==> src/rtl/lbm_grid_pkg.sv <==
// Shared defaults, types and FSM encoding for the lattice grid read path.
`timescale 1ns/1ps
package lbm_grid_pkg;
   localparam int DEFAULT_GRID_DIM      = 16 * 16;
   localparam int DEFAULT_ADDRESS_WIDTH = $clog2(DEFAULT_GRID_DIM);
   localparam int DATA_WIDTH            = 16;
   localparam int FIFO_DEPTH            = 4;
   localparam int FIFO_CNT_W            = $clog2(FIFO_DEPTH + 1);

   typedef logic [DATA_WIDTH-1:0] cell_word_t;

   typedef enum logic [1:0] {IDLE, ISSUE, DRAIN, DONE} grid_rd_state_t;
endpackage

==> src/rtl/grid_rd_fifo.sv <==
// Four-entry synchronous FIFO of {address, cell word} pairs; head is read combinationally.
`timescale 1ns/1ps
module grid_rd_fifo
   import lbm_grid_pkg::*;
#(
   parameter int ADDRESS_WIDTH = DEFAULT_ADDRESS_WIDTH
) (
   input  logic                     Clk,
   input  logic                     Reset,
   input  logic                     push,
   input  logic [ADDRESS_WIDTH-1:0] push_addr,
   input  cell_word_t               push_data,
   input  logic                     pop,
   output logic [ADDRESS_WIDTH-1:0] head_addr,
   output cell_word_t               head_data,
   output logic [FIFO_CNT_W-1:0]    count,
   output logic                     full,
   output logic                     empty
);
   localparam int PTR_W = $clog2(FIFO_DEPTH);

   logic [ADDRESS_WIDTH-1:0] addr_q [FIFO_DEPTH];
   cell_word_t               data_q [FIFO_DEPTH];
   logic [PTR_W-1:0]         wr_ptr;
   logic [PTR_W-1:0]         rd_ptr;

   assign head_addr = addr_q[rd_ptr];
   assign head_data = data_q[rd_ptr];
   assign full      = (count == FIFO_CNT_W'(FIFO_DEPTH));
   assign empty     = (count == '0);

   always_ff @(posedge Clk or negedge Reset) begin
      if (!Reset) begin
         // NOTE: the storage drives the output ports directly and is tiny, so it is reset
         // like ordinary registers to hold Out_data/Out_addr at 0 during reset.
         for (int i = 0; i < FIFO_DEPTH; i++) begin
            addr_q[i] <= '0;
            data_q[i] <= '0;
         end
         wr_ptr <= '0;
         rd_ptr <= '0;
         count  <= '0;
      end else begin
         // When full, a push lands in the slot the simultaneous pop is vacating.
         if (push) begin
            addr_q[wr_ptr] <= push_addr;
            data_q[wr_ptr] <= push_data;
            wr_ptr         <= wr_ptr + PTR_W'(1);
         end
         if (pop) begin
            rd_ptr <= rd_ptr + PTR_W'(1);
         end
         case ({push, pop})
            2'b10:   count <= count + FIFO_CNT_W'(1);
            2'b01:   count <= count - FIFO_CNT_W'(1);
            default: count <= count;
         endcase
      end
   end

   no_overflow: assert property (@(posedge Clk) disable iff (!Reset) !(push && full && !pop));

endmodule

==> src/rtl/grid_reader.sv <==
// Sweeps every lattice cell address once per Start and streams the words out over
// valid/ready, throttling reads so the 4-entry buffer can never overflow.
`timescale 1ns/1ps
module grid_reader
   import lbm_grid_pkg::*;
#(
   parameter int GRID_DIM      = DEFAULT_GRID_DIM,
   parameter int ADDRESS_WIDTH = $clog2(GRID_DIM)
) (
   input  logic                     Clk,
   input  logic                     Reset,
   input  logic                     Start,
   output logic                     Rd_en,
   output logic [ADDRESS_WIDTH-1:0] Rd_addr,
   input  logic [DATA_WIDTH-1:0]    Rd_data,
   output logic [DATA_WIDTH-1:0]    Out_data,
   output logic [ADDRESS_WIDTH-1:0] Out_addr,
   output logic                     Out_valid,
   input  logic                     Out_ready,
   output logic                     Out_last,
   output logic                     Busy,
   output logic                     Done
);
   localparam logic [ADDRESS_WIDTH-1:0] LAST_ADDR = ADDRESS_WIDTH'(GRID_DIM - 1);

   grid_rd_state_t           state;
   logic [ADDRESS_WIDTH-1:0] issue_cnt;
   logic [ADDRESS_WIDTH-1:0] pend_addr;
   logic                     rd_pending;
   logic [FIFO_CNT_W-1:0]    fifo_count;
   logic [FIFO_CNT_W-1:0]    in_use;
   logic                     fifo_full;
   logic                     fifo_empty;
   logic                     issue;
   logic                     pop;

   // Every read on the wire or in the capture stage already owns a buffer slot.
   assign in_use    = fifo_count + FIFO_CNT_W'(Rd_en) + FIFO_CNT_W'(rd_pending);
   assign issue     = (state == IDLE && Start)
                   || (state == ISSUE && in_use < FIFO_CNT_W'(FIFO_DEPTH));
   assign Out_valid = !fifo_empty;
   assign Out_last  = Out_valid && (Out_addr == LAST_ADDR);
   assign pop       = Out_valid && Out_ready;

   grid_rd_fifo #(.ADDRESS_WIDTH(ADDRESS_WIDTH)) u_fifo (
      .Clk       (Clk),
      .Reset     (Reset),
      .push      (rd_pending),
      .push_addr (pend_addr),
      .push_data (Rd_data),
      .pop       (pop),
      .head_addr (Out_addr),
      .head_data (Out_data),
      .count     (fifo_count),
      .full      (fifo_full),
      .empty     (fifo_empty)
   );

   always_ff @(posedge Clk or negedge Reset) begin
      if (!Reset) begin
         state      <= IDLE;
         issue_cnt  <= '0;
         Rd_en      <= 1'b0;
         Rd_addr    <= '0;
         rd_pending <= 1'b0;
         pend_addr  <= '0;
         Busy       <= 1'b0;
         Done       <= 1'b0;
      end else begin
         // NOTE: non-blocking assignments let rd_pending/pend_addr take the pre-edge
         // Rd_en/Rd_addr, giving the one-cycle alignment with the RAM's Rd_data.
         Rd_en      <= issue;
         rd_pending <= Rd_en;
         pend_addr  <= Rd_addr;
         Done       <= 1'b0;
         if (issue) begin
            Rd_addr <= issue_cnt;
            if (issue_cnt != LAST_ADDR) begin
               issue_cnt <= issue_cnt + ADDRESS_WIDTH'(1);
            end
         end
         case (state)
            IDLE: begin
               if (Start) begin
                  state <= (issue_cnt == LAST_ADDR) ? DRAIN : ISSUE;
                  Busy  <= 1'b1;
               end
            end
            ISSUE: begin
               if (issue && issue_cnt == LAST_ADDR) begin
                  state <= DRAIN;
               end
            end
            DRAIN: begin
               if (pop && Out_last) begin
                  state <= DONE;
                  Done  <= 1'b1;
               end
            end
            DONE: begin
               state     <= IDLE;
               Busy      <= 1'b0;
               issue_cnt <= '0;
            end
            default: state <= IDLE;
         endcase
      end
   end

endmodule

==> config.mk <==
export PLATFORM = sky130hd
export DESIGN_NAME = grid_reader
export DESIGN_NICKNAME = d
export VERILOG_FILES = /design/src/rtl/lbm_grid_pkg.sv /design/src/rtl/grid_rd_fifo.sv /design/src/rtl/grid_reader.sv
export SDC_FILE = /design/constraint.sdc
export NUM_CORES = 1
export LEC_CHECK = 0
export CAP_MARGIN = 20
export CELL_PAD_IN_SITES_DETAIL_PLACEMENT = 0
export CELL_PAD_IN_SITES_GLOBAL_PLACEMENT = 1
export CORE_ASPECT_RATIO = 1.75
export CORE_MARGIN = 5
export CORE_UTILIZATION = 50
export CTS_CLUSTER_DIAMETER = 200
export DETAILED_ROUTE_END_ITERATION = 8
export PLACE_DENSITY_LB_ADDON = 0.1
export SLEW_MARGIN = 30
export SYNTH_ARGS = -nofsm -noshare
export SYNTH_HDL_FRONTEND = slang
export SYNTH_SLANG_ARGS = --single-unit
==> constraint.sdc <==
create_clock -name Clk -period 3.04 [get_ports Clk]
set_input_delay 0.608 -clock Clk [delete_from_list [all_inputs] [get_ports Clk]]
set_output_delay 0.608 -clock Clk [all_outputs]
set_load 0.02 [all_outputs]
* Yosys cells after proc, flatten, opt, wreduce, memory -nomap -nowiden
Cells that the tools add are included.
Storage, ports and cells: flip-flop bits (word level) 133, bits in latches 0, RAM bits 0, bits in read-only memories 0, input port bits 20, output and inout bits 37, word-level logic and storage cells 86, memories 0
Operators by class: add/sub/neg operators 7, multipliers 0, div/mod/pow operators 0, order comparisons 4, equality and inequality tests 11, shift-type cells 0, mux-type cells 25, bitwise operators 2, reductions and logical operators 18
Operators with widths (number):
- 64-bit bitwise mux | 1
- 16-bit 2-to-1 mux | 3
- 8-bit 2-to-1 mux | 6
- 16-bit binary-select mux with 2-bit select | 1
- 32-bit bitwise mux | 1
- 16-bit demux with 2-bit select | 1
- 8-bit binary-select mux with 2-bit select | 1
- 8-bit demux with 2-bit select | 1
- 8-bit equality test (second input constant) | 2
- 8-bit by 1-bit adder with 8-bit output (second input constant) | 1
- 2-bit 2-to-1 mux | 4
- 8-bit != test (second input constant) | 1
- 2-bit case mux with 4 select lines | 1
- 2-bit nonzero test | 4
- 1-bit logical AND | 7
- 3-bit by 1-bit adder with 3-bit output | 2
- 2-bit equality test (second input constant) | 3
- 3-bit >= comparator (second input constant) | 2
- 2-bit inverter with 3-bit output | 2
- 3-bit case mux with 2 select lines | 1
- 2-bit by 1-bit adder with 2-bit output (second input constant) | 2
- 2-bit by 1-bit equality test with 1-bit output (second input constant) | 2
- 2-bit != test (second input constant) | 2
- 2-bit AND reduction | 2
- 12 further kinds | 14

* Logic depth before layout (Yosys ltp)
Gate-level depths: netlist of the first run.
word-level depth 9, mapped depth 9, gate-level depth less buffers 9

* Modules after synthesis
Synthesis of the first run repeated with hierarchy kept, for this count alone.
Second synthesis, totals: cell total of the unflattened synthesis 399, area, all modules 5968.2 µm²
By module, submodules not included:
- grid_rd_fifo | times used 1, cells an instance 267, area an instance 4605.7 µm², sequential area each 2577.5 µm²
- grid_reader | times used 1, cells an instance 132, area an instance 1362.6 µm², sequential area each 750.7 µm²

* Worst setup path before layout of the first run
Ideal clock, no wire load.
kind register to output, start register u_fifo.rd_ptr[1], end output Out_last, arrival time 1.712 ns, slack 0.720 ns, stages on the path, launching flop included 6, buffers on the path 2, cell sequence dfrtp_1 > buf_2 > buf_4 > mux4_1 > nand4_2 > nor3b_1
On the way: longest elaborated chain between the ends 6
RTL lines:
- from (decl) | line grid_rd_fifo.sv:25 | logic [PTR_W-1:0] rd_ptr;
- from (signal assigned) | line grid_rd_fifo.sv:51 | rd_ptr <= rd_ptr + PTR_W'(1);
- 2-bit inverter with 3-bit output (not written as such) | line grid_rd_fifo.sv:27 | assign head_addr = addr_q[rd_ptr];
- 8-bit binary-select mux with 2-bit select | line grid_rd_fifo.sv:27
- 8-bit 2-to-1 mux (not written as such) (2 in series) | line grid_rd_fifo.sv:27
- named net Out_addr[5] | line grid_reader.sv:17 | output logic [ADDRESS_WIDTH-1:0] Out_addr,
- 8-bit equality test | line grid_reader.sv:42 | assign Out_last = Out_valid && (Out_addr == LAST_ADDR);
- 1-bit logical AND | line grid_reader.sv:42
- to (decl) | line grid_reader.sv:20 | output logic Out_last,
The timed path passes the listed nets, and every way through them passes these cells. The select of a mux whose other input is x is not followed.

* Final worst setup path of the first run
start register u_fifo.rd_ptr[0], end output Out_last
On the way: longest elaborated chain between the ends 6
RTL lines (line):
- 2-bit inverter with 3-bit output (not written as such) | grid_rd_fifo.sv:27
- 8-bit binary-select mux with 2-bit select | grid_rd_fifo.sv:27
- 8-bit 2-to-1 mux (not written as such) (2 in series) | grid_rd_fifo.sv:27
- 8-bit equality test | grid_reader.sv:42
- 1-bit logical AND | grid_reader.sv:42
Every way passes these cells. The select of a mux whose other input is x is not followed.

==> results of run 1 <==
[power breakdown]
part | switching, mW | internal, mW
Combinational | 1.45 | 1.85
Clock | 0.741 | 1.31
Sequential | 0.426 | 2.46
[critical path, cell delays in order (launching register included)]
cell and delay [ns]:
dfrtp_2 0.41, buf_4 0.17, mux4_1 0.37, nand4_1 0.26
nor3b_1 0.32, dlygate4sd2_1 0.37
[routing by layer]
layer  vias to the layer above  global-route usage
met3                        13              0.0455
met1                      1720               0.211
met5                         -                   0
met4                         0              0.0751
li1                       1543                   -
met2                        56               0.319
[what timing repair did]
item,in CTS,in global routing
hold buffers,0,0
gates resized for setup,3,0
buffers inserted,5,0
endpoints found under the setup margin,16,0
[worst max-delay path by stage]
stage	from	to	slack, ns	cells after the start
floorplan	u_fifo.rd_ptr[1]	Out_last	0.72	5
CTS	u_fifo.rd_ptr[0]	Out_last	0.09	5
global route	u_fifo.rd_ptr[0]	Out_last	0.04	5
detailed placement	u_fifo.rd_ptr[0]	Out_data[13]	0.08	4
global placement	u_fifo.rd_ptr[0]	Out_data[13]	0.12	4
finish	u_fifo.rd_ptr[0]	Out_last	0.13	5
[sequential cells by signal, indices dropped and copies added (netlist names)]
name and flops:
u_fifo.addr_q 32, Busy 1, u_fifo.wr_ptr 2, state 2, Rd_en 1, u_fifo.data_q 64
Done 1, u_fifo.rd_ptr 2, issue_cnt 8, pend_addr 8, u_fifo.count 3, rd_pending 1
Rd_addr 8
[logic make-up (layout without fill, tap and decap cells)]
kind of cell,count (synthesis),count (layout),synth area share
AOI/OAI and AO/OA,18,18,0.0236
xor gates and xnor gates,12,12,0.0178
adders and majority gates,13,13,0.0289
buffers and inverters,31,118,0.0248
DFF,133,133,0.565
muxes,133,133,0.308
and+or+nand+nor,38,38,0.0319
[cells in the final DEF, fill, tap and decap left out, types with 9 or more instances in the layout]
cell	synthesis	layout
mux2_2	105	105
dfrtp_1	133	132
buf_4	1	14
inv_1	14	14
clkdlybuf4s50_1	0	54
xnor2_1	9	9
mux4_1	14	14
ha_1	12	12
nor2_1	10	10
mux4_2	10	10
nand2_1	11	11
clkbuf_16	0	17
[layout make-up]
type | instances | area [um2] | area share
clock buffer | 19 | 443 | 0.0609
clock inverter | 13 | 158 | 0.0217
timing repair buffer | 72 | 706 | 0.0970
sequential | 133 | 3330 | 0.458
tap | 135 | 169 | 0.0232
multi-input combinational | 214 | 2420 | 0.332
inverter | 14 | 52.6 | 0.00722
==> qor.csv, run 1 <==
stage;metric;value;unit
detailed_routing;wl_per_cell;19.4;um
detailed_routing;drt-met1-wl;4.59;mm
global_route;grt_pass1_vias;3732;
synthesis;yosysMostFrequentCell;dfrtp_1;
cells_and_area;synthToLayoutAreaGrowth;23.5;%
power;p_total;8.24;mW
detailed_routing;drc;0;
placed_design;place_ws;0.0800;ns
global_route;antenna_found_initial;0;
detailed_routing;firstDrtPassIters;4;
cells_and_area;post-route-util;0.628;
cts;clock_tree.root_cell;clkbuf_16;
synthesis;synth-seq-cells;133;
placed_design;gp_congestion;0.811;
worst_setup_path;critPathLaunchType;flip-flop;
cts;cts_tree;done;
cells_and_area;fillers;902;
detailed_routing;drt-total-wl;11.6;mm
cells_and_area;drive_above_1_share;0.363;
cells_and_area;nNetsFinal;485;
run;cap_violations;0;
timing;setup_ws;0.130;ns
cells_and_area;antennaDiodeCount;0;
worst_setup_path;reg2regPathDepth;6;
placed_design;placed_area;0.00663;mm2
synthesis;synth_common_cells;dfrtp_1, mux2_2, inv_1, mux4_1;
cts;clk_latency;0.41;ns
placed_design;dp.cells;563;
run_status;status;completed;
timing;worst_clock_skew;0.00492;ns
detailed_routing;num_vias;3332;
worst_setup_path;worstPathRequired;2.43;ns
worst_hold_path;min_path_type;primary input to async pin;
floorplanning;coreArea;0.0116;mm2
detailed_routing;drt-initial-drc-count;107;
timing;setup_violations;0;
timing;worstMarginPinSlew;0.627;ns
worst_setup_path;r2r-start;rd_pending;
placed_design;dp_hpwl;7.92;mm
synthesis;ys_seq_area_frac;0.565;
timing;rsz0062_at_grt;false;
global_route;grt_max_degree;59;
synthesis;netlist.area_leader.share;0.565;
synthesis;synthTopCellsByArea;dfrtp_1, mux2_2, mux4_1, mux4_2, ha_1;
worst_setup_path;critPathKind;flip-flop to output port;
synthesis;yosys.area.top_type;dfrtp_1;
power;peakVddDrop;0.000547;V
synthesis;syn_nets;411;
synthesis;netlist-cell-type-count;35;
floorplanning;die_h;154;um
timing;tns;0;ns
floorplanning;dieWidth;92.1;um
cts;clockBufferDepth;2;
power;p_leak;3.27;nW
global_route;grt_pass1_wl;19.7;mm
power;power.density;1130;mW/mm2
placed_design;io_buffers;56;
floorplanning;initial_utilization;0.509;
synthesis;synth_async_sr_flop_share;1.00;
worst_setup_path;rr_endpoint;issue_cnt[7];
worst_setup_path;crit_fanout;6;
synthesis;syn_avg_cell_area;15.6;um2
timing;post-route-period-util;0.957;
detailed_routing;wl_met2;6.41;mm
worst_setup_path;reg2reg_slack;0.74;ns
synthesis;ys_warn_count;0;
cts;numCtsBuffers;17;
timing;holdWs;0.205;ns
cts;cts.sinks;133;
floorplanning;dieArea;0.0141;mm2
timing;hold_viol;0;
detailed_routing;vias_per_cell;5.55;
detailed_routing;top_layer_used;met4;
cells_and_area;fin_area;0.00727;mm2
detailed_routing;postRouteAntennaNets;0;
timing;report.final.slew_viol_count;0;
synthesis;ys.flop_type;dfrtp_1;
timing;max-slew-margin-rel;0.581;
floorplanning;ios;57;
timing;timing.fmax;344;MHz
detailed_routing;wl_met3;378;um
synthesis;syn_area;0.00589;mm2
global_route;grt_use_total;0.182;
cts;path_clk_slew;0.06;ns
timing;fin_crit;2.91;ns
synthesis;synthCells;378;
synthesis;synth_edf_count;0;
worst_setup_path;critPathArrivalTime;2.30;ns
cells_and_area;fin_cells;600;
floorplanning;fp-row-count;52;
global_route;gr-total-overflow;0;
worst_setup_path;end_kind;output port;
cts;cts_max_level;4;
Note: power is estimated with default switching activity, not from simulation.
==> run 2, diff against run 1 <==
--- a/config.mk
+++ b/config.mk
@@ -14,6 +14,7 @@
 export CTS_CLUSTER_DIAMETER = 200
 export DETAILED_ROUTE_END_ITERATION = 8
 export PLACE_DENSITY_LB_ADDON = 0.1
+export REMOVE_ABC_BUFFERS = 1
 export SLEW_MARGIN = 30
 export SYNTH_ARGS = -nofsm -noshare
 export SYNTH_HDL_FRONTEND = slang
==> qor.csv, run 2 (synthesis gave the netlist of run 1 again) <==
stage;metric;value;unit
run_status;status;completed;
cts;cts_tree;done;
detailed_routing;vias_per_cell;5.63;
floorplanning;coreArea;0.0116;mm2
timing;report.final.slew_viol_count;0;
worst_setup_path;critPathKind;flip-flop to output port;
timing;hold_viol;0;
cells_and_area;largest-register;u_fifo.data_q;
timing;worst_clock_skew;0.00681;ns
detailed_routing;drt-initial-drc-count;79;
power;power.density;1130;mW/mm2
power;p_sw;2.60;mW
cts;clockBufferDepth;2;
timing;setup_violations;0;
detailed_routing;drc;0;
detailed_routing;firstDrtPassIters;4;
placed_design;gp_congestion;0.796;
timing;rsz0062_at_grt;false;
timing;timing.fmax;345;MHz
global_route;grt_use_total;0.179;
timing;fin_crit;2.89;ns
power;p_leak;3.35;nW
floorplanning;dieWidth;92.1;um
cts;clock_tree.root_cell;clkbuf_16;
cells_and_area;fin_area;0.00728;mm2
detailed_routing;num_vias;3355;
power;peakVddDrop;0.000551;V
global_route;grt_max_degree;75;
floorplanning;initial_utilization;0.509;
worst_setup_path;critPathLaunchType;flip-flop;
timing;tns;0;ns
cells_and_area;fillers;933;
timing;worstMarginPinSlew;0.449;ns
power;comb_power_share;0.385;
global_route;gr-total-overflow;0;
worst_hold_path;min_path_type;primary input to async pin;
detailed_routing;postRouteAntennaNets;0;
power;switching_share;0.317;
placed_design;placed_area;0.00663;mm2
power;p_int;5.59;mW
cells_and_area;nNetsFinal;481;
cells_and_area;synthToLayoutAreaGrowth;23.5;%
floorplanning;dieArea;0.0141;mm2
floorplanning;fp-row-count;52;
cts;path_clk_slew;0.06;ns
timing;setup_ws;0.146;ns
cts;numCtsBuffers;17;
cts;clk_latency;0.41;ns
cts;cts_max_level;4;
cts;cts_hold_buf;0;
cells_and_area;antennaDiodeCount;0;
placed_design;dp_hpwl;7.74;mm
power;p_clk_frac;0.260;
detailed_routing;drt-total-wl;11.6;mm
placed_design;place_ws;0.177;ns
global_route;grt_pass1_vias;3753;
worst_setup_path;crit_fanout;7;
global_route;grt_pass1_wl;19.4;mm
cells_and_area;final_cell_mix;dfrtp_1, mux2_2, clkdlybuf4s50_1;
floorplanning;ios;57;
placed_design;io_buffers;56;
cells_and_area;mostFrequentLayoutCell;dfrtp_1;
cts;cts.sinks;133;
power;p_seq_frac;0.355;
worst_setup_path;end_kind;output port;
cells_and_area;largest_reg_flops;64;
timing;max-slew-margin-rel;0.698;
worst_setup_path;worstPathRequired;2.43;ns
cells_and_area;drive_above_1_share;0.356;
run;cap_violations;0;
timing;holdWs;0.140;ns
placed_design;dp.cells;564;
cells_and_area;fin_cells;596;
cells_and_area;reg_top3;u_fifo.data_q: 64 flops, u_fifo.addr_q: 32 flops;
floorplanning;die_h;154;um
detailed_routing;wl_per_cell;19.4;um
timing;post-route-period-util;0.952;
worst_setup_path;critPathArrivalTime;2.29;ns
cells_and_area;multi_input_comb_area;0.00242;mm2
global_route;antenna_found_initial;0;
cells_and_area;ff_latch_area;0.00333;mm2
==> run 2: changes by cell type in the layout (fill, tap and decap cells not counted), moves of 2 or more <==
cell and change:
dlymetal6s2s_1 +9, clkinv_2 -2, clkdlybuf4s50_1 -14, buf_4 -3, dlygate4sd2_1 +5
==> run 2: power groups by stage <==
stage	Sequential [mW]	Clock (mW)	Combinational [mW]
after CTS	2.91	2.18	3.25
final	2.91	2.13	3.15
after global routing	2.99	2.27	3.42
after global placement	2.91	0	3.20
after detailed placement	2.94	0	3.28
after floorplan	2.88	0	2.10
==> run 2: worst paths after layout <==
path	to	start	slack, ns	depth (start not counted)
setup / recovery	Out_addr[5]	u_fifo.rd_ptr[0]	0.15	3
max in group asynchronous	u_fifo.rd_ptr[0]	Reset	2.15	2
hold / removal	u_fifo.data_q[35]	Reset	0.14	1
setup reg to reg	issue_cnt[7]	rd_pending	0.75	6
min in group Clk	pend_addr[0]	Rd_addr[0]	0.40	0
hold reg to reg	pend_addr[0]	Rd_addr[0]	0.40	0
==> run 2: critical path: stages (launching register included) <==
cell and delay [ns]:
dfrtp_2 0.45, buf_4 0.22, mux4_1 0.60, clkdlybuf4s50_1 0.60
==> run 2: what timing repair did <==
item | 4_1_cts | 5_1_grt
resized for setup | 9 | 9
buffers inserted | 0 | 0
setup endpoints to repair | 15 | 9
==> run 2: per-stage QoR <==
stage	total power [mW]	util
6_report	8.19	0.628
5_1_grt	8.68	0.628
4_1_cts	8.34	0.626
3_5_place_dp	6.22	0.572
3_3_place_gp	6.10	0.572
2_1_floorplan	4.98	-
==> run 2: cell type report <==
type,instances,share of cell area
timing repair buffer,68,0.0939
tap,135,0.0232
clock buffer,20,0.0614
inverter,14,0.00722
sequential,133,0.458
multi-input combinational,214,0.332
clock inverter,12,0.0246
==> run 2: per-layer routing <==
layer / wire (um) / share of wire / track usage / vias up
li1: - / - / - / 1527
met1: 4470 / 0.39 / 0.206 / 1745
met2: 6450 / 0.56 / 0.313 / 67
met3: 450 / 0.039 / 0.0523 / 16
met4: 206 / 0.018 / 0.0666 / 0
met5: 0 / 0 / 0 / -
==> run 3, diff against run 2 <==
--- a/config.mk
+++ b/config.mk
@@ -5,10 +5,11 @@
 export SDC_FILE = /design/constraint.sdc
 export NUM_CORES = 1
 export LEC_CHECK = 0
+export ABC_AREA = 0
 export CAP_MARGIN = 20
 export CELL_PAD_IN_SITES_DETAIL_PLACEMENT = 0
 export CELL_PAD_IN_SITES_GLOBAL_PLACEMENT = 1
-export CORE_ASPECT_RATIO = 1.75
+export CORE_ASPECT_RATIO = 2
 export CORE_MARGIN = 5
 export CORE_UTILIZATION = 50
 export CTS_CLUSTER_DIAMETER = 200
==> qor.csv, run 3 (synthesis gave the netlist of run 1 again) <==
stage;metric;value;unit
power;p_clk_frac;0.242;
detailed_routing;wl_met2;6.35;mm
worst_setup_path;startpoint;u_fifo.rd_ptr[0];
power;power.density;1120;mW/mm2
global_route;grt_pass1_vias;3731;
timing;report.final.slew_viol_count;0;
floorplanning;dieWidth;86.8;um
cells_and_area;final_cell_mix;dfrtp_1, mux2_2, clkdlybuf4s50_1;
global_route;grt_max_degree;45;
placed_design;gp_congestion;0.848;
detailed_routing;drt-met1-wl;4.45;mm
power;p_sw;2.66;mW
cells_and_area;post-route-util;0.623;
placed_design;dp_hpwl;7.78;mm
worst_setup_path;worstPathRequired;2.43;ns
global_route;grt_use_total;0.178;
worst_setup_path;critPathKind;flip-flop to output port;
timing;tns;0;ns
cts;clock_tree.root_cell;clkbuf_16;
cells_and_area;ff_latch_area;0.00333;mm2
timing;post-route-period-util;0.941;
floorplanning;fp-row-count;56;
timing;worstMarginPinSlew;0.571;ns
cells_and_area;nNetsFinal;483;
power;p_int;5.45;mW
floorplanning;die_h;164;um
timing;setup_violations;0;
cells_and_area;largest-register;u_fifo.data_q;
global_route;grt_pass1_wl;19.3;mm
cts;clockBufferDepth;2;
worst_hold_path;min_path_type;primary input to async pin;
cts;numCtsBuffers;17;
run_status;status;completed;
timing;max-slew-margin-rel;0.619;
cells_and_area;multi_input_comb_area;0.00242;mm2
power;peakVddDrop;0.000570;V
cells_and_area;antennaDiodeCount;0;
detailed_routing;drc;0;
cts;cts_max_level;4;
placed_design;dp.cells;575;
timing;rsz0062_at_grt;false;
timing;worst_clock_skew;0.00585;ns
cells_and_area;mostFrequentLayoutCell;dfrtp_1;
power;p_seq_frac;0.355;
detailed_routing;firstDrtPassIters;4;
worst_setup_path;end_kind;output port;
power;switching_share;0.328;
worst_setup_path;critPathLaunchType;flip-flop;
cts;clk_latency;0.40;ns
cells_and_area;reg_top3;u_fifo.data_q: 64 flops, u_fifo.addr_q: 32 flops;
detailed_routing;postRouteAntennaNets;0;
cells_and_area;fin_cells;608;
cells_and_area;drive_above_1_share;0.363;
worst_setup_path;r2r-start;rd_pending;
detailed_routing;wl_met3;442;um
detailed_routing;num_vias;3396;
run;cap_violations;0;
cts;path_clk_slew;0.06;ns
timing;timing.fmax;349;MHz
worst_setup_path;crit_fanout;9;
global_route;gr-total-overflow;0;
floorplanning;coreArea;0.0116;mm2
detailed_routing;vias_per_cell;5.59;
global_route;antenna_found_initial;0;
worst_setup_path;slowest_stage;dfrtp_2;
detailed_routing;drt-initial-drc-count;118;
placed_design;io_buffers;56;
detailed_routing;top_layer_used;met4;
timing;fin_crit;2.86;ns
detailed_routing;drt-total-wl;11.5;mm
cells_and_area;largest_reg_flops;64;
power;p_leak;3.25;nW
timing;hold_viol;0;
cells_and_area;synthToLayoutAreaGrowth;23.0;%
floorplanning;ios;57;
cells_and_area;fillers;952;
floorplanning;initial_utilization;0.507;
floorplanning;dieArea;0.0142;mm2
detailed_routing;wl_per_cell;18.9;um
cts;cts_tree;done;
worst_setup_path;max_stage_delay;0.41;ns
power;comb_power_share;0.403;
cts;cts.sinks;133;
worst_setup_path;worstPathCellList;buf_4 > mux4_1 > nand4_1 > nor3b_1 > dlygate4sd2_1;
worst_setup_path;critPathArrivalTime;2.25;ns
run 3: path summary, 6_finish.rpt:
check                               endpoint  slack [ns]  cells past startpoint
hold reg to reg                 pend_addr[4]        0.40                      0
hold / removal             u_fifo.data_q[50]        0.20                      1
setup reg to reg                  Rd_addr[2]        0.73                      5
setup / recovery                    Out_last        0.18                      5
min in group Clk                pend_addr[4]        0.40                      0
max in group asynchronous   u_fifo.data_q[2]        2.12                      2
run 3: final cells by class:
cell class	instances	share of cell area
clock buffers	18	0.0606
multi-input cells	214	0.333
clock inverters	14	0.0197
flip-flops and latches	133	0.459
repair buffers	70	0.0948
well taps	145	0.0250
inverters	14	0.00725
run 3: critical path, delay by kind of cell (launching register included):
family / cells / cell delay (ns)
buffers and inverters: 2 / 0.57
flip-flops: 1 / 0.41
AND/OR/NAND/NOR: 2 / 0.51
multiplexers: 1 / 0.36
run 3: what timing repair did:
action	in CTS	in global routing
buffers inserted	1	0
hold buffers	0	0
setup endpoints to repair	17	0
gates resized for setup	2	0
run 3: per-stage QoR:
| step | power (mW) | setup WS (ns) | cell area, um2 | hold slack, ns |
|---|---|---|---|---|
| 2_1_floorplan | 4.98 | 0.0792 | 5800 | 0.312 |
| 3_3_place_gp | 6.10 | 0.219 | 6660 | 0.387 |
| 3_5_place_dp | 6.22 | 0.230 | 6660 | 0.391 |
| 4_1_cts | 8.24 | 0.127 | 7250 | 0.210 |
| 5_1_grt | 8.60 | 0.0638 | 7250 | 0.239 |
| 6_report | 8.11 | 0.178 | 7250 | 0.200 |
run 3: metal layers:
| metal | global-route usage | vias to the layer above |
|---|---|---|
| met5 | 0 | - |
| met4 | 0.0738 | 0 |
| met3 | 0.0363 | 17 |
| met2 | 0.312 | 74 |
| met1 | 0.208 | 1761 |
| li1 | - | 1544 |
run 3: power groups by stage:
stage	combinational, mW	sequential (mW)	clock, mW
after floorplan	2.10	2.88	0
after global placement	3.22	2.89	0
after detailed placement	3.30	2.93	0
after CTS	3.34	2.88	2.02
after global routing	3.53	2.96	2.10
final	3.27	2.88	1.97
==> edit 1 (config.mk and constraints of run 2) <==
`DATA_WIDTH`: 16 -> 32.
--- a/src/rtl/lbm_grid_pkg.sv
+++ b/src/rtl/lbm_grid_pkg.sv
@@ -4,5 +4,5 @@
    localparam int DEFAULT_GRID_DIM      = 16 * 16;
    localparam int DEFAULT_ADDRESS_WIDTH = $clog2(DEFAULT_GRID_DIM);
-   localparam int DATA_WIDTH            = 16;
+   localparam int DATA_WIDTH            = 32;
    localparam int FIFO_DEPTH            = 4;
    localparam int FIFO_CNT_W            = $clog2(FIFO_DEPTH + 1);
Interface: changed (resized Out_data and Rd_data); port bits go from 57 to 89. No check against the original RTL was run, so the function may have changed too.
==> edit 1 against run 2 <==
Area after synthesis up 46%; largest power group unchanged; sequential cell count up 64; wire length up 55%; total power up 48%; largest cell class unchanged; hold slack better by 0.070 ns; clock skew up 0.0037 ns; setup slack worse by 0.053 ns; cell area up 43%.
==> edit 1: results (changes against run 2) <==
- Synth top area cells: sky130_fd_sc_hd__dfrtp_1 57%, sky130_fd_sc_hd__mux2_2 21%, sky130_fd_sc_hd__mux4_2 9.2% (was sky130_fd_sc_hd__dfrtp_1 56%, sky130_fd_sc_hd__mux2_2 20%, sky130_fd_sc_hd__mux4_1 6.2%).
- # H-tree levels: 4 (unchanged)
- Total of buffers placed on input and output ports: 88 (was 56)
- The pin count of the biggest net entering global routing came to 88 (was 75).
* All-layer global routing usage: 0.194 (was 0.179)
* Launch point of the worst path: u_fifo.rd_ptr[1]$_DFFE_PN0P_ (was u_fifo.rd_ptr[0]$_DFFE_PN0P_)
- Average footprint of a synthesized cell: 16.2 um2 (was 15.6 um2)
- The worst supply voltage drop on vdd was 0.532 mV (was 0.551 mV).
- Highest clock frequency the design can meet: 0.339 GHz (was 0.345 GHz)
- Vias in the first global route: 5,551 (was 3,753)
- The critical path capture point is Out_data[16] (was Out_addr[5]).
* Relative max-transition margin: 0.507 (was 0.698)
* Leading post-synthesis cells by instance count: 197 x sky130_fd_sc_hd__dfrtp_1, 160 x sky130_fd_sc_hd__mux2_2, 35 x sky130_fd_sc_hd__mux4_2 (was 133 x sky130_fd_sc_hd__dfrtp_1, 105 x sky130_fd_sc_hd__mux2_2, 14 x sky130_fd_sc_hd__inv_1, 14 x sky130_fd_sc_hd__mux4_1)
- Post-DR wirelength/cell: 20.6 um (was 19.4 um)
* Standard cell area after detailed placement: 0.00980 mm2 (was 0.00663 mm2)
- The share of cell area taken by muxes after synthesis is 0.333 (was 0.308).
- The post-placement cell count is 832 (was 564).
- The leakage power was 4.52 nW (was 3.35 nW).
* Final hold slack: 0.210 ns (was 0.140 ns)
- Xor and xnor fraction of the mapped netlist area: 0.0122 (was 0.0178)
* Insertion delay to the later sink of the worst-skew pair: 0.43 ns (was 0.41 ns)
* Result of the run: finished clean (unchanged)
* Share of post-route cells with drive strength above 1: 0.407 (was 0.356)
- Detailed-placement wirelength estimate: 12,000 um (was 7740 um)
- Final nets: 678 (was 481)
- Share of the synthesized area in compound gates (AO/OA/AOI/OAI): 0.0145 (was 0.0236)
- The synthesized-area fraction occupied by adder cells came to 0.0198 (was 0.0289).
- Routability Congestion: 0.759 (was 0.796)
* Initial standard-cell utilization of the core: 0.508 (was 0.509)
- Wire length of the first global-routing pass: 29,500 um (was 19,400 um)
- The number of standard cells in the layout, taps in and fillers out was 869 (was 596).
- The largest fanout on the critical path was 29 (was 7).
- Setup WS pre-CTS: 0.222 ns (was 0.177 ns)
* Number of unique standard cell types used by synthesis: 42 (was 35)
- Share of the yosys chip area belonging to registers: 0.573 (was 0.565)
- DR vias/cell: 5.55 (was 5.63)
- The reg-to-reg endpoint is Rd_addr[2]$_DFFE_PN0P_ (was issue_cnt[7]$_DFFE_PN0P_).
- The final setup skew is 0.0105 ns (was 0.00681 ns).
* DRC marker count from the first detailed-route iteration: 95 (was 79)
## edit 1: routing by layer
| layer | global-route usage | routed length (um) | up-vias | part of all wire |
|---|---|---|---|---|
| li1 | - | - | 2150 | - |
| met1 | 0.224 | 6850 | 2576 | 0.38 |
| met4 | 0.0576 | 242 | 0 | 0.014 |
| met3 | 0.0467 | 755 | 21 | 0.042 |
| met5 | 0 | 0 | - | 0 |
| met2 | 0.352 | 10000 | 74 | 0.56 |
## edit 1: cell families after synthesis
family / Yosys count
compound gates: 17
xor+xnor: 12
fa+ha+maj: 13
buf+inv: 39
flops: 197
mux: 213
simple gates: 41
## edit 1: repair_timing
action | in CTS | in global routing
hold buffers | 0 | 0
resized for setup | 6 | 1
endpoints found under the setup margin | 30 | 4
buffers inserted | 0 | 5
## edit 1: worst max-delay path: stages, from the launching register on
cell and delay (ns):
sky130_fd_sc_hd__dfrtp_2 0.58, sky130_fd_sc_hd__buf_6 0.36, sky130_fd_sc_hd__mux4_2 0.38, sky130_fd_sc_hd__clkdlybuf4s50_1 0.56
## edit 1: power breakdown
group	switching (mW)	total [mW]	internal, mW
logic	2.37	5.45	3.08
clock network	1.02	2.20	1.18
registers	0.714	4.48	3.77
## edit 1: layout make-up
type | count | area, um2
inverters | 11 | 41.3
flip-flops and latches | 197 | 4930
multi-input cells | 296 | 3510
clock buffers | 18 | 439
well taps | 227 | 284
repair buffers | 106 | 1090
fillers | 1331 | 6510
clock inverters | 14 | 141
==> edit 2 (settings of run 2) <==
Without the edit above. Encoding of `grid_rd_state_t`: now one-hot (4 bits for 4 states).
--- a/src/rtl/lbm_grid_pkg.sv
+++ b/src/rtl/lbm_grid_pkg.sv
@@ -10,5 +10,5 @@
    typedef logic [DATA_WIDTH-1:0] cell_word_t;
 
-   typedef enum logic [1:0] {IDLE, ISSUE, DRAIN, DONE} grid_rd_state_t;
+   typedef enum logic [3:0] {IDLE = 4'b0001, ISSUE = 4'b0010, DRAIN = 4'b0100, DONE = 4'b1000} grid_rd_state_t;
 endpackage
 
Behaviour: same outputs for any inputs over 10 cycles, from zero or initial values and one cycle with Reset low; not proved beyond that.
==> edit 2 against run 2 <==
Total power is 3.0% higher; wire length is 1.9% lower; sequential cell count is 2 higher; cell area is 1.1% lower; final cell count is 0.84% lower; sequential power is 5% higher; die area is 1.4% lower; setup slack worse by 0.023 ns; area after synthesis is 1.6% lower; sequential share of layout area is 1.2 points higher.
==> edit 2: results (changes against run 2) <==
- Non-clock buffer count: 70 (was 68)
- Comb. pwr: 3.30 mW (was 3.15 mW)
- The count of mapped cells out of synthesis came to 372 (was 378).
- Worst path max stage delay: 0.45 ns (was 0.60 ns)
- Setup clock skew after layout: 0.00668 ns (was 0.00681 ns)
- Layout non-clock buf frac: 0.0955 (was 0.0939)
- The post-place setup slack is 0.284 ns (was 0.177 ns).
- The fraction of layout instances using a drive strength above 1 is 0.408 (was 0.356).
- The overall routing resource usage came to 0.176 (was 0.179).
- Synth top area cells: sky130_fd_sc_hd__dfrtp_1 58%, sky130_fd_sc_hd__mux2_2 20%, sky130_fd_sc_hd__mux4_2 9.3% (was sky130_fd_sc_hd__dfrtp_1 56%, sky130_fd_sc_hd__mux2_2 20%, sky130_fd_sc_hd__mux4_1 6.2%).
- The fraction of met1 tracks used by global routing came to 0.205 (was 0.206).
* Number of setup buffers added after CTS: 2 (was 0)
- Number of cells in the finished layout apart from fillers: 591 (was 596)
* Routability Congestion: 0.792 (was 0.796)
- PostCTS Resize Cnt: 1 (was 9)
- The path depth of the worst reg2reg path was 7 (was 6).
* Portion of the clock cycle consumed by the worst path in the final layout: 0.960 (was 0.952)
- WP data arrival: 2.31 ns (was 2.29 ns)
- Met3 WL: 369 um (was 450 um)
- The leakage power is 3.14 nW (was 3.35 nW).
* Vias in the first global route: 3,729 (was 3,753)
* DR vias/cell: 5.57 (was 5.63)
* Non-CTS inverters: 9 (was 14)
* Internal power contribution: 5.79 mW (was 5.59 mW)
* Result of the run: finished clean (unchanged)
- The worst slew margin relative to its limit came to 0.625 (was 0.698).
- Placed insts: 558 (was 564)
- The reg-to-reg endpoint is issue_cnt[6]$_DFFE_PN0P_ (was issue_cnt[7]$_DFFE_PN0P_).
- Total area of multi-input combinational cells: 0.00231 mm2 (was 0.00242 mm2)
- Share of the yosys chip area belonging to registers: 0.583 (was 0.565)
- The area used by sequential logic in the layout is 0.00338 mm2 (was 0.00333 mm2).
* Total length of routed met2 wires: 6340 um (was 6450 um)
- Detailed-placement wirelength estimate: 7660 um (was 7740 um)
- The reported sequential group power was 3.05 mW (was 2.91 mW).
## edit 2: per-stage QoR
stage / power, mW / hold WS (ns) / utilization
after floorplan: 5.12 / 0.312 / -
after global placement: 6.28 / 0.388 / 0.572
after detailed placement: 6.41 / 0.392 / 0.572
after CTS: 8.58 / 0.116 / 0.628
after global routing: 8.94 / 0.121 / 0.628
final: 8.44 / 0.116 / 0.628
## edit 2: kinds of logic (layout without fill, tap and decap cells)
group                      count (synthesis)  after routing  synth area share
AOI/OAI and AO/OA                         20             20            0.0252
xor gates and xnor gates                   8              8            0.0121
adders and majority gates                  8              8            0.0186
buffers and inverters                     26            110            0.0190
DFF                                      135            135             0.583
muxes                                    130            130             0.299
and+or+nand+nor                           45             45            0.0438
## edit 2: worst max-delay path, delay by kind of cell (launching register included)
family	cells	cell delay, ns
DFF	1	0.45
and+or+nand+nor	3	0.61
buffers and inverters	2	0.51
muxes	1	0.34
